File: config.mk
export PLATFORM = sky130hd
export DESIGN_NAME = gpu_cmd_fifo
export DESIGN_NICKNAME = d
export VERILOG_FILES = /design/src/rtl/gpu_cmd_fifo.sv
export SDC_FILE = /design/constraint.sdc
export NUM_CORES = 1
export LEC_CHECK = 0
export BUFFER_PORTS_ARGS = -buffer_cell sky130_fd_sc_hd__buf_2
export CAP_MARGIN = 20
export CORE_MARGIN = 5
export CORE_UTILIZATION = 56
export CTS_BUF_LIST = sky130_fd_sc_hd__clkbuf_4
export CTS_CLUSTER_SIZE = 12
export DETAILED_ROUTE_END_ITERATION = 8
export PLACE_DENSITY_LB_ADDON = 0.1
export SLEW_MARGIN = 5
export SYNTH_ARGS = -nofsm -noshare
export SYNTH_HDL_FRONTEND = slang
export SYNTH_SLANG_ARGS = --single-unit
File: constraint.sdc
create_clock -name clk -period 3.2 [get_ports clk]
set_input_delay 0.16 -clock clk [delete_from_list [all_inputs] [get_ports clk]]
set_output_delay 0.16 -clock clk [all_outputs]
set_load 0.05 [all_outputs]
File: src/rtl/gpu_cmd_fifo.sv
// -----------------------------------------------------------------------------
// gpu_cmd_fifo
//   Write-side partner of the GPU command controller. Host writes arrive as
//   32-bit beats, four per draw command. The first three beats are held in a
//   staging register. The fourth beat completes the command, which is then
//   queued. Commands whose opcode no draw engine acknowledges are discarded
//   instead of queued, so the controller never waits on an engine that will
//   not respond. The head of the queue is presented as decoded fields.
//
// Ports
//   clk           rising-edge clock
//   n_rst         asynchronous reset, active low
//   clear_i       synchronous flush of the partial command and the whole queue
//   wr_valid_i    host beat valid
//   wr_data_i     host beat data (32 bits)
//   wr_ready_o    beat accepted when wr_valid_i & wr_ready_o
//   drop_o        one-cycle pulse: an assembled command was discarded
//   pop_i         controller retires the head entry
//   fifo_empty_o  no complete command queued
//   count_o       number of queued commands (0..DEPTH)
//   opcode_o, oct_o, r_o, g_o, b_o, x1_o, y1_o, x2_o, y2_o, rad_o
//                 head-entry fields, all zero while the queue is empty
// -----------------------------------------------------------------------------
module gpu_cmd_fifo #(
  parameter int DEPTH = 4,
  parameter int WB    = 10,
  parameter int HB    = 9,
  parameter int CB    = 8
) (
  input  logic                       clk,
  input  logic                       n_rst,
  input  logic                       clear_i,
  input  logic                       wr_valid_i,
  input  logic [31:0]                wr_data_i,
  output logic                       wr_ready_o,
  output logic                       drop_o,
  input  logic                       pop_i,
  output logic                       fifo_empty_o,
  output logic [$clog2(DEPTH):0]     count_o,
  output logic [3:0]                 opcode_o,
  output logic [WB-1:0]              x1_o,
  output logic [WB-1:0]              x2_o,
  output logic [WB-1:0]              rad_o,
  output logic [HB-1:0]              y1_o,
  output logic [HB-1:0]              y2_o,
  output logic [CB-1:0]              r_o,
  output logic [CB-1:0]              g_o,
  output logic [CB-1:0]              b_o,
  output logic [2:0]                 oct_o
);

  localparam int AW = $clog2(DEPTH);
  localparam int CW = AW + 1;

  localparam logic [3:0] OP_LINE = 4'b0100;
  localparam logic [3:0] OP_FILL = 4'b0101;
  localparam logic [3:0] OP_ARC  = 4'b0111;

  typedef struct packed {
    logic [3:0]    opcode;
    logic [2:0]    oct;
    logic [CB-1:0] r;
    logic [CB-1:0] g;
    logic [CB-1:0] b;
    logic [WB-1:0] x1;
    logic [HB-1:0] y1;
    logic [WB-1:0] x2;
    logic [HB-1:0] y2;
    logic [WB-1:0] rad;
  } entry_t;

  // Beat assembly state
  logic [1:0]    beat_cnt_reg;
  entry_t        stage_reg;

  // Queue state
  entry_t        mem [DEPTH];
  logic [AW-1:0] wr_ptr_reg;
  logic [AW-1:0] rd_ptr_reg;
  logic [CW-1:0] count_reg;
  logic [CW-1:0] count_next;
  logic          drop_reg;

  // Handshake / control decode
  logic   full;
  logic   empty;
  logic   is_last_beat;
  logic   beat_fire;
  logic   last_fire;
  logic   op_ok;
  logic   do_push;
  logic   do_pop;
  logic   do_drop;
  entry_t new_entry;
  entry_t head;

  assign full         = (count_reg == CW'(DEPTH));
  assign empty        = (count_reg == '0);
  assign is_last_beat = (beat_cnt_reg == 2'd3);

  // Only the completing beat can be back-pressured; a full queue holds it
  // even if the controller pops in the same cycle (ready is from registered
  // count, so the freed slot is seen one cycle later).
  assign wr_ready_o = !is_last_beat || !full;
  assign beat_fire  = wr_valid_i && wr_ready_o;
  assign last_fire  = beat_fire && is_last_beat;

  assign op_ok = (stage_reg.opcode == OP_LINE) ||
                 (stage_reg.opcode == OP_FILL) ||
                 (stage_reg.opcode == OP_ARC);

  // A flush wins over anything happening in the same cycle.
  assign do_push = last_fire && op_ok  && !clear_i;
  assign do_drop = last_fire && !op_ok && !clear_i;
  assign do_pop  = pop_i && !empty && !clear_i;

  // The completed entry is the staged fields plus the radius from beat 3.
  always_comb begin
    new_entry     = stage_reg;
    new_entry.rad = wr_data_i[WB-1:0];
  end

  // Beat counter and staging register
  always_ff @(posedge clk or negedge n_rst) begin
    if (!n_rst) begin
      beat_cnt_reg <= 2'd0;
      stage_reg    <= '0;
    end else if (clear_i) begin
      beat_cnt_reg <= 2'd0;
    end else if (beat_fire) begin
      beat_cnt_reg <= beat_cnt_reg + 2'd1;
      case (beat_cnt_reg)
        2'd0: begin
          stage_reg.opcode <= wr_data_i[31:28];
          stage_reg.oct    <= wr_data_i[26:24];
          stage_reg.r      <= wr_data_i[3*CB-1:2*CB];
          stage_reg.g      <= wr_data_i[2*CB-1:CB];
          stage_reg.b      <= wr_data_i[CB-1:0];
        end
        2'd1: begin
          stage_reg.x1 <= wr_data_i[WB-1:0];
          stage_reg.y1 <= wr_data_i[16+HB-1:16];
        end
        2'd2: begin
          stage_reg.x2 <= wr_data_i[WB-1:0];
          stage_reg.y2 <= wr_data_i[16+HB-1:16];
        end
        default: ;
      endcase
    end
  end

  // Entry storage: written only on a push, never reset (the head is masked
  // to zero while empty, so stale contents are never visible).
  always_ff @(posedge clk) begin
    if (do_push) begin
      mem[wr_ptr_reg] <= new_entry;
    end
  end

  always_comb begin
    count_next = count_reg;
    case ({do_push, do_pop})
      2'b10:   count_next = count_reg + CW'(1);
      2'b01:   count_next = count_reg - CW'(1);
      default: count_next = count_reg;
    endcase
  end

  // Pointers, occupancy and drop pulse
  always_ff @(posedge clk or negedge n_rst) begin
    if (!n_rst) begin
      wr_ptr_reg <= '0;
      rd_ptr_reg <= '0;
      count_reg  <= '0;
      drop_reg   <= 1'b0;
    end else begin
      drop_reg <= do_drop;
      if (clear_i) begin
        wr_ptr_reg <= '0;
        rd_ptr_reg <= '0;
        count_reg  <= '0;
      end else begin
        if (do_push) begin
          wr_ptr_reg <= wr_ptr_reg + AW'(1);
        end
        if (do_pop) begin
          rd_ptr_reg <= rd_ptr_reg + AW'(1);
        end
        count_reg <= count_next;
      end
    end
  end

  // Head entry is read combinationally so the controller sees it the same
  // cycle the pointer moves; it is stable until popped.
  always_comb begin
    head = mem[rd_ptr_reg];
    if (empty) begin
      head = '0;
    end
  end

  assign fifo_empty_o = empty;
  assign count_o      = count_reg;
  assign drop_o       = drop_reg;
  assign opcode_o     = head.opcode;
  assign oct_o        = head.oct;
  assign r_o          = head.r;
  assign g_o          = head.g;
  assign b_o          = head.b;
  assign x1_o         = head.x1;
  assign y1_o         = head.y1;
  assign x2_o         = head.x2;
  assign y2_o         = head.y2;
  assign rad_o        = head.rad;

endmodule
Word-level counts from Yosys, hierarchy flattened:

Memories as Yosys holds them, arrays and structs flattened.
Index checks and enable logic that the tools add are counted.

* add/sub/neg operators: 5
* equal/unequal tests: 9
* mux-type cells: 11
* bitwise operators: 1
* reduce and logical (&&, ||, !) cells: 25

Operators by type and width (number)
* 79-bit two-way mux: 1
* 4-bit by 3-bit == test with 1-bit output (second input constant): 3
* 2-bit two-way mux: 6
* 3-bit AND reduction: 3
* 1-bit logical AND: 8
* 2-bit by 1-bit adder with 2-bit output (second input constant): 3
* 2-bit == test (second input constant): 3
* 3-bit one-hot mux with 2 select lines: 1
* 2-bit nonzero test: 3
* 1-bit logical NOT: 5
* 2-bit by 1-bit == test with 1-bit output (second input constant): 2
* 3-bit by 1-bit adder with 3-bit output (second input constant): 1
* 3-bit == test (second input constant): 1
* 3-bit logical NOT: 1
* 1-bit logical OR: 3
* 3-bit two-way mux: 1
* 3-bit nonzero test: 1
* 3-bit by 1-bit subtractor with 3-bit output (second input constant): 1
* 2-bit logical NOT: 1
* 1-bit two-way mux: 2
* 1-bit inverter: 1

* flip-flop bits (word level): 79
* bits in writable memories: 316
* output and inout bits: 85
* word-level logic and storage cells: 66
* memories: 1

Memory list
* mem: words 4, width 79, rd ports 1, clocked after Yosys merged registers in 0, wr ports 1, RTL line 77 `entry_t mem [DEPTH];`

Logic depth before layout (Yosys ltp):

Gate-level depths: netlist (run 1).

* depth after elaboration: 10
* mapped depth: 8
* depth with buffers taken out: 8

Worst setup path before layout (run 1):

Ideal clock, no wire load.

* path kind: register -> register
* start point: register count_reg[1] (netlist: count_o[1])
* end point: memory mem[0][0] (netlist bit), enable pin
* arrival: 3.395 ns
* required time: 2.754 ns
* setup slack: -0.641 ns
* cell stages (with the launch flop): 6
* cell sequence: dfrtp_1 nor2_1 nand3_2 nand4_2 nor2_1 and2_1

* cells in the longest elaborated chain, start to end: 9

Ends and longest elaborated chain
* start, declared: RTL line 80 `logic [CW-1:0] count_reg;`
* start signal, assigned: RTL line 190 `count_reg <= count_next;`
* 3-bit == test: RTL line 97 `assign full = (count_reg == CW'(DEPTH));`
* 1-bit logical NOT: RTL line 104 `assign wr_ready_o = !is_last_beat || !full;`
* 1-bit logical OR: RTL line 104
* net wr_ready_o: RTL line 35 `output logic wr_ready_o,`
* 1-bit logical AND: RTL line 105 `assign beat_fire = wr_valid_i && wr_ready_o;`
* 1-bit logical AND: RTL line 106 `assign last_fire = beat_fire && is_last_beat;`
* 1-bit logical AND (2 in a row): RTL line 113 `assign do_push = last_fire && op_ok && !clear_i;`
* 1-bit two-way mux: RTL line 156 `if (do_push) begin`
* 1-bit two-way mux (implied by the code): RTL line 157 `mem[wr_ptr_reg] <= new_entry;`
* end, declared: RTL line 77

The timed path passes the listed nets, and every way through them passes these cells.

Worst setup path in the final report (run 1):

* start point: register count_reg[1] (netlist: count_o[1])
* end point: output y2_o[0]

* cells in the longest elaborated chain, start to end: 2

Ends and longest elaborated chain
* 3-bit logical NOT: RTL line 98 `assign empty = (count_reg == '0);`
* 79-bit two-way mux: RTL line 199 `if (empty) begin`
* end, declared: RTL line 45 `output logic [HB-1:0] y2_o,`

No other way between the ends.

==> flow_summary_export.csv, run 1 <==
group,metric,value,unit
status,status,"finished, final reports clean",
clock_network,cts_tree,"built",
logic_synthesis,synth-compound-area-share,0.000330,
die,start_util,0.565,
grt,grt-busiest-layer,"met2",
sta,tns,0,ps
cells_and_area,largest_reg_flops,316,
pwr,powerDensity,673,nW/µm²
sta,drv_slew,0,
sta,fin_crit_sh,0.876,
critical_path,cp-start-kind,"flop",
critical_path,crit_fanout,81,
logic_synthesis,postSynthAreaPerCell,21.2,µm²
clock_network,cts_buffers,95,
clock_network,cts_root_buf,"clkbuf_4",
sta,finalCriticalPeriod,2800,ps
clock_network,cts_sinks,395,
sta,setup_viol,0,
cells_and_area,drive_above_1_share,0.431,
logic_synthesis,synth_top_family_by_area,"multiplexers",
sta,worst_pin_slew,820,ps
cells_and_area,regMostFlops,"mem",
critical_path,cp.required,3040,ps
routing,first_pass_iters,4,
clock_network,cts-htree-levels,3,
critical_path,path_class,"reg2out",
grt,grt_use_total,0.198,
placement,io_buffers,120,
grt,antenna_found_initial,1,
sta,setup_slack,398,ps
critical_path,cp-end-kind,"output pin",
logic_synthesis,yosys.area_share.simple,0.0477,
grt,grt_overflow,0,
die,die-height,174,µm
die,die_area,30400,µm²
cells_and_area,finalNetCount,996,
hold_path,hold_class,"in2reg",
cells_and_area,most-common-layout-cells,"edfxtp_1, clkbuf_4, buf_2",
grt,grt_pass1_vias,8431,
pwr,irDropWorstVdd,0.378,mV
logic_synthesis,syn_nets,761,
logic_synthesis,synth_seq_area_share,0.757,
logic_synthesis,synthXorXnorAreaFrac,0.00289,
sta,finalHoldViolCount,0,
routing,first_iter_violations,414,
logic_synthesis,synth_cell_types,32,
routing,vias_per_cell,5.45,
clock_network,cts-resized-gates,0,
logic_synthesis,syn_inst,715,
routing,postRouteAntennaNets,0,
die,std_cell_rows,60,
sta,rsz0062_at_grt,"no",
cells_and_area,area_growth,17.9,%
grt,met3_usage,0.0474,
logic_synthesis,synth_area,15200,µm²
die,coreArea,26800,µm²
sta,fmax,357,MHz
die,die-width,174,µm
routing,drc,0,
placement,dp_hpwl,15.8,mm
cells_and_area,final_common_cell,"edfxtp_1",
run,max-cap-violations,0,
grt,grt_pass1_wl,46.0,mm
placement,preCtsSetupSlack,637,ps
critical_path,cp.arrival,2640,ps
clock_network,clock_path_buffers,3,
grt,use_met2,0.346,
routing,via_count,7478,
sta,finClkSkew,35.3,ps
clock_network,clk_pin_slew,70,ps
logic_synthesis,synth_seq_cells,395,
clock_network,clock_latency,700,ps
placement,routabilityCongestion,0.725,
pwr,power,12.0,mW
routing,finalWirelength,29.2,mm
sta,slew_headroom,0.454,
grt,grt_start_max_net_pins,82,
routing,drt-wirelength-per-cell,21.3,µm
logic_synthesis,synth_fa_ha_area_frac,0.00793,
grt,use_met1,0.246,
die,io_pins,122,
logic_synthesis,yosys_warnings,0,
logic_synthesis,muxShareOfSynthArea,0.172,
pwr,power_leakage,6.56,nW
[repair_timing]
item,CTS,global route
setup buffers,0,0
endpoints found under the hold margin,158,0
hold buffers,37,0
[kinds of logic after synthesis]
kind of cell | after synthesis
buffers and inverters | 38
multiplexers | 153
adder cells (fa/ha/maj) | 9
AND/OR/NAND/NOR | 114
XOR/XNOR | 5
AO/OA/AOI/OAI | 1
flip-flops | 395
[path summary, 6_finish.rpt]
path / startpoint / end / slack (ps) / cells past startpoint
min in group asynchronous: n_rst / new_entry[57]$_DFFE_PN0P_ / 550 / 3
min: wr_data_i[12] / new_entry[60]$_DFFE_PN0P_ / 230 / 3
max: count_o[1]$_DFFE_PN0P_ / y2_o[0] / 400 / 4
min reg2reg: new_entry[20]$_DFFE_PN0P_ / mem[1][20]$_DFFE_PP_ / 490 / 0
max reg2reg: new_entry[76]$_DFFE_PN0P_ / count_o[2]$_DFFE_PN0P_ / 550 / 8
max in group asynchronous: n_rst / new_entry[14]$_DFFE_PN0P_ / 1430 / 4
[per-stage QoR]
stage | area [µm²] | utilization | std cells | hold WS (ps)
after detailed placement | 16300 | 0.606 | 1157 | 248
after floorplan | 15200 | - | 715 | -136
final | 17900 | 0.667 | 1372 | 226
after CTS | 17900 | 0.667 | 1371 | 140
after global placement | 16300 | 0.606 | 1157 | 237
after global routing | 17900 | 0.667 | 1372 | 142
[area by class of cell]
class,instances,area [µm²]
clock buffers,132,991
clock inverters,45,249
repair buffers,171,1190
fillers,1846,8930
inverters,5,18.8
multi-input cells,282,3510
diodes,1,2.50
flip-flops and latches,395,11500
well taps,341,427
[power by group]
| part | internal (mW) | switching (mW) | total [mW] |
|---|---|---|---|
| logic | 0.591 | 0.978 | 1.57 |
| clock network | 2.09 | 1.91 | 4.01 |
| registers | 6.12 | 0.329 | 6.45 |
| total | 8.80 | 3.22 | 12.0 |
[metal layers]
layer / wire, µm / vias up
met5: 0 / -
met4: 440 / 0
met3: 1360 / 35
met2: 15700 / 195
met1: 11700 / 3891
li1: - / 3357
[worst max-delay path: stages, from the launching register on]
cell and delay, ps:
dfrtp_1 440, or3_2 550, buf_4 410, and2_1 300
buf_2 230
[cells in the mapped netlist (all sizes together)]
master	n	share of area
a21oi	1	0.00033
and2	84	0.035
and3b	2	0.0014
buf	15	0.0064
clkbuf	18	0.0045
dfrtp	79	0.13
edfxtp	316	0.63
fa	1	0.0013
ha	8	0.0066
inv	5	0.0012
mux2	71	0.053
mux2i	3	0.0020
mux4	79	0.12
nand2	6	0.0032
nand2b	2	0.00083
nand3	3	0.0013
nand4	1	0.00083
nor2	10	0.0025
nor2b	3	0.0012
nor3b	2	0.0013
or3	1	0.00041
xnor2	3	0.0017
xor2	2	0.0012
Note: power is estimated with default switching activity, not from simulation.
==> run 2: changes to the inputs <==
--- a/config.mk
+++ b/config.mk
@@ -7,6 +7,7 @@
 export LEC_CHECK = 0
 export BUFFER_PORTS_ARGS = -buffer_cell sky130_fd_sc_hd__buf_2
 export CAP_MARGIN = 20
+export CORE_ASPECT_RATIO = 1.1
 export CORE_MARGIN = 5
 export CORE_UTILIZATION = 56
 export CTS_BUF_LIST = sky130_fd_sc_hd__clkbuf_4
==> run 2 against run 1 <==
Non-clock buffer count increased by 5. Highest routed layer unchanged. Sequential share of layout area decreased by 0.58 points. Clock skew increased by 8.2 ps. Via count increased by 1.2%. Fmax decreased by 3.2%. Critical path type unchanged. Flip-flop and latch count unchanged. Register-to-register slack improved by 90 ps. Largest cell class unchanged. Total power increased by 2.2%. Sequential power about the same. Wire length decreased by 1.3%.
==> flow_summary_export.csv, run 2 (synthesis results as in run 1) <==
group,metric,value,unit
status,status,"finished, final reports clean",
pwr,p_clk_frac,0.347,
critical_path,cp.arrival,2730,ps
pwr,power,12.3,mW
critical_path,cp-start-kind,"flop",
cells_and_area,final_common_cell,"edfxtp_1",
pwr,seqPwrFrac,0.526,
critical_path,slowest_delay,680,ps
clock_network,cts-resized-gates,0,
die,io_pins,122,
pwr,p_sw_frac,0.259,
clock_network,cts_root_buf,"clkbuf_4",
pwr,combPwrFrac,0.127,
die,start_util,0.565,
pwr,powerDensity,682,nW/µm²
grt,grt_pass1_vias,8539,
critical_path,cp-end-kind,"output pin",
routing,met2WireLength,15.4,mm
critical_path,critPathTopFamily,"flip-flops",
sta,setup_viol,0,
sta,finalCriticalPeriod,2890,ps
sta,finClkSkew,43.4,ps
placement,io_buffers,120,
pwr,power_leakage,6.67,nW
grt,grt_pass1_wl,46.1,mm
critical_path,r2r_setup_slack,640,ps
die,die-height,183,µm
die,coreArea,26800,µm²
routing,wl_met3,1.31,mm
clock_network,cts-htree-levels,3,
sta,fmax,345,MHz
routing,first_pass_iters,5,
grt,antenna_found_initial,1,
sta,worst_pin_slew,857,ps
sta,tns,0,ps
cells_and_area,most-common-layout-cells,"edfxtp_1, clkbuf_4, buf_2",
sta,fin_hold_ws,218,ps
grt,grt_start_max_net_pins,82,
placement,preCtsSetupSlack,666,ps
cells_and_area,finalNetCount,1003,
pwr,intPower,9.10,mW
hold_path,hold_path.startpoint,"wr_data_i[12]",
sta,rsz0062_at_grt,"no",
routing,drc,0,
placement,dp_hpwl,16.3,mm
routing,met1_length,11.6,mm
critical_path,path_buf_inv,2,
hold_path,hold_depth,3,
grt,grt_overflow,0,
critical_path,path_class,"reg2out",
clock_network,cts_sinks,395,
critical_path,cp.required,3040,ps
routing,first_iter_violations,394,
cells_and_area,drive_above_1_share,0.449,
sta,drv_slew,0,
clock_network,clock_path_buffers,3,
sta,slew_headroom,0.428,
die,die-width,167,µm
sta,setup_slack,305,ps
clock_network,post_cts_buffers,0,
critical_path,worstReg2RegEnd,"mem[3][33]$_DFFE_PP_",
clock_network,clk_pin_slew,70,ps
clock_network,cts_tree,"built",
sta,finalHoldViolCount,0,
routing,drt-wirelength-per-cell,20.6,µm
clock_network,clock_latency,700,ps
cells_and_area,area_growth,19.0,%
critical_path,crit_fanout,35,
routing,vias_per_cell,5.41,
clock_network,cts_buffers,97,
routing,finalWirelength,28.8,mm
critical_path,reg2reg_depth,6,
cells_and_area,regMostFlops,"mem",
cells_and_area,largest_reg_flops,316,
clock_network,cts-hold-fix-buffers,39,
placement,routabilityCongestion,0.726,
grt,grt_use_total,0.196,
critical_path,worst_path_max_delay_cell,"dfrtp_4",
hold_path,hold_class,"in2reg",
run,max-cap-violations,0,
routing,postRouteAntennaNets,0,
sta,fin_crit_sh,0.905,
critical_path,cp_cell_sequence,"buf_12 -> mux4_2 -> and2_1 -> buf_2",
pwr,irDropWorstVdd,0.489,mV
routing,top_layer,"met4",
routing,via_count,7567,
critical_path,timing.rr.start,"new_entry[76]$_DFFE_PN0P_",
pwr,p_switching,3.19,mW
die,die_area,30400,µm²
hold_path,whs_endpoint,"new_entry[60]$_DFFE_PN0P_",
die,std_cell_rows,63,
[run 2: metrics by stage]
| step | instance area, µm² | std cells | utilization |
|---|---|---|---|
| final | 18000 | 1398 | 0.673 |
| after floorplan | 15200 | 715 | - |
| after detailed placement | 16300 | 1176 | 0.608 |
| after CTS | 18000 | 1397 | 0.673 |
| after global routing | 18000 | 1398 | 0.673 |
| after global placement | 16300 | 1176 | 0.608 |
[run 2: worst max path at each step]
| stage | start | to | slack [ps] | depth (start not counted) |
|---|---|---|---|---|
| after floorplan | count_o[1]$_DFFE_PN0P_ | mem[0][0]$_DFFE_PP_ | 230 | 5 |
| after global placement | new_entry[76]$_DFFE_PN0P_ | count_o[2]$_DFFE_PN0P_ | 720 | 8 |
| after detailed placement | new_entry[76]$_DFFE_PN0P_ | mem[2][21]$_DFFE_PP_ | 670 | 6 |
| after CTS | rd_ptr_reg[0]$_DFFE_PN0P_ | y2_o[0] | 190 | 4 |
| after global routing | rd_ptr_reg[0]$_DFFE_PN0P_ | y1_o[8] | 100 | 4 |
| final | rd_ptr_reg[0]$_DFFE_PN0P_ | y2_o[0] | 310 | 4 |
[run 2: worst min-delay path: stages]
cell           delay, ps
dlygate4sd3_1        510
buf_2                 90
mux2_2               130
[run 2: final cells by class]
type                            count  area (µm²)
Fill cell                        1830        8770
Antenna cell                        1        2.50
Clock buffer                      157        1180
Tap cell                          357         447
Clock inverter                     25         165
Inverter                            5        18.8
Timing Repair Buffer              176        1230
Sequential cell                   395       11500
Multi-Input combinational cell    282        3510
[run 2: layer usage]
| metal | vias to the layer above | track usage |
|---|---|---|
| met5 | - | 0 |
| met4 | 0 | 0.0651 |
| met3 | 42 | 0.0396 |
| met2 | 198 | 0.344 |
| met1 | 3949 | 0.246 |
| li1 | 3378 | - |
[run 2: power by group through the flow]
stage               Sequential [mW]  Clock, mW  Combinational [mW]
global placement               6.51          0                1.53
CTS                            6.46       4.40                1.59
global route                   6.52       4.70                1.67
floorplan                      6.44          0                1.19
finish                         6.46       4.27                1.56
detailed placement             6.57          0                1.55
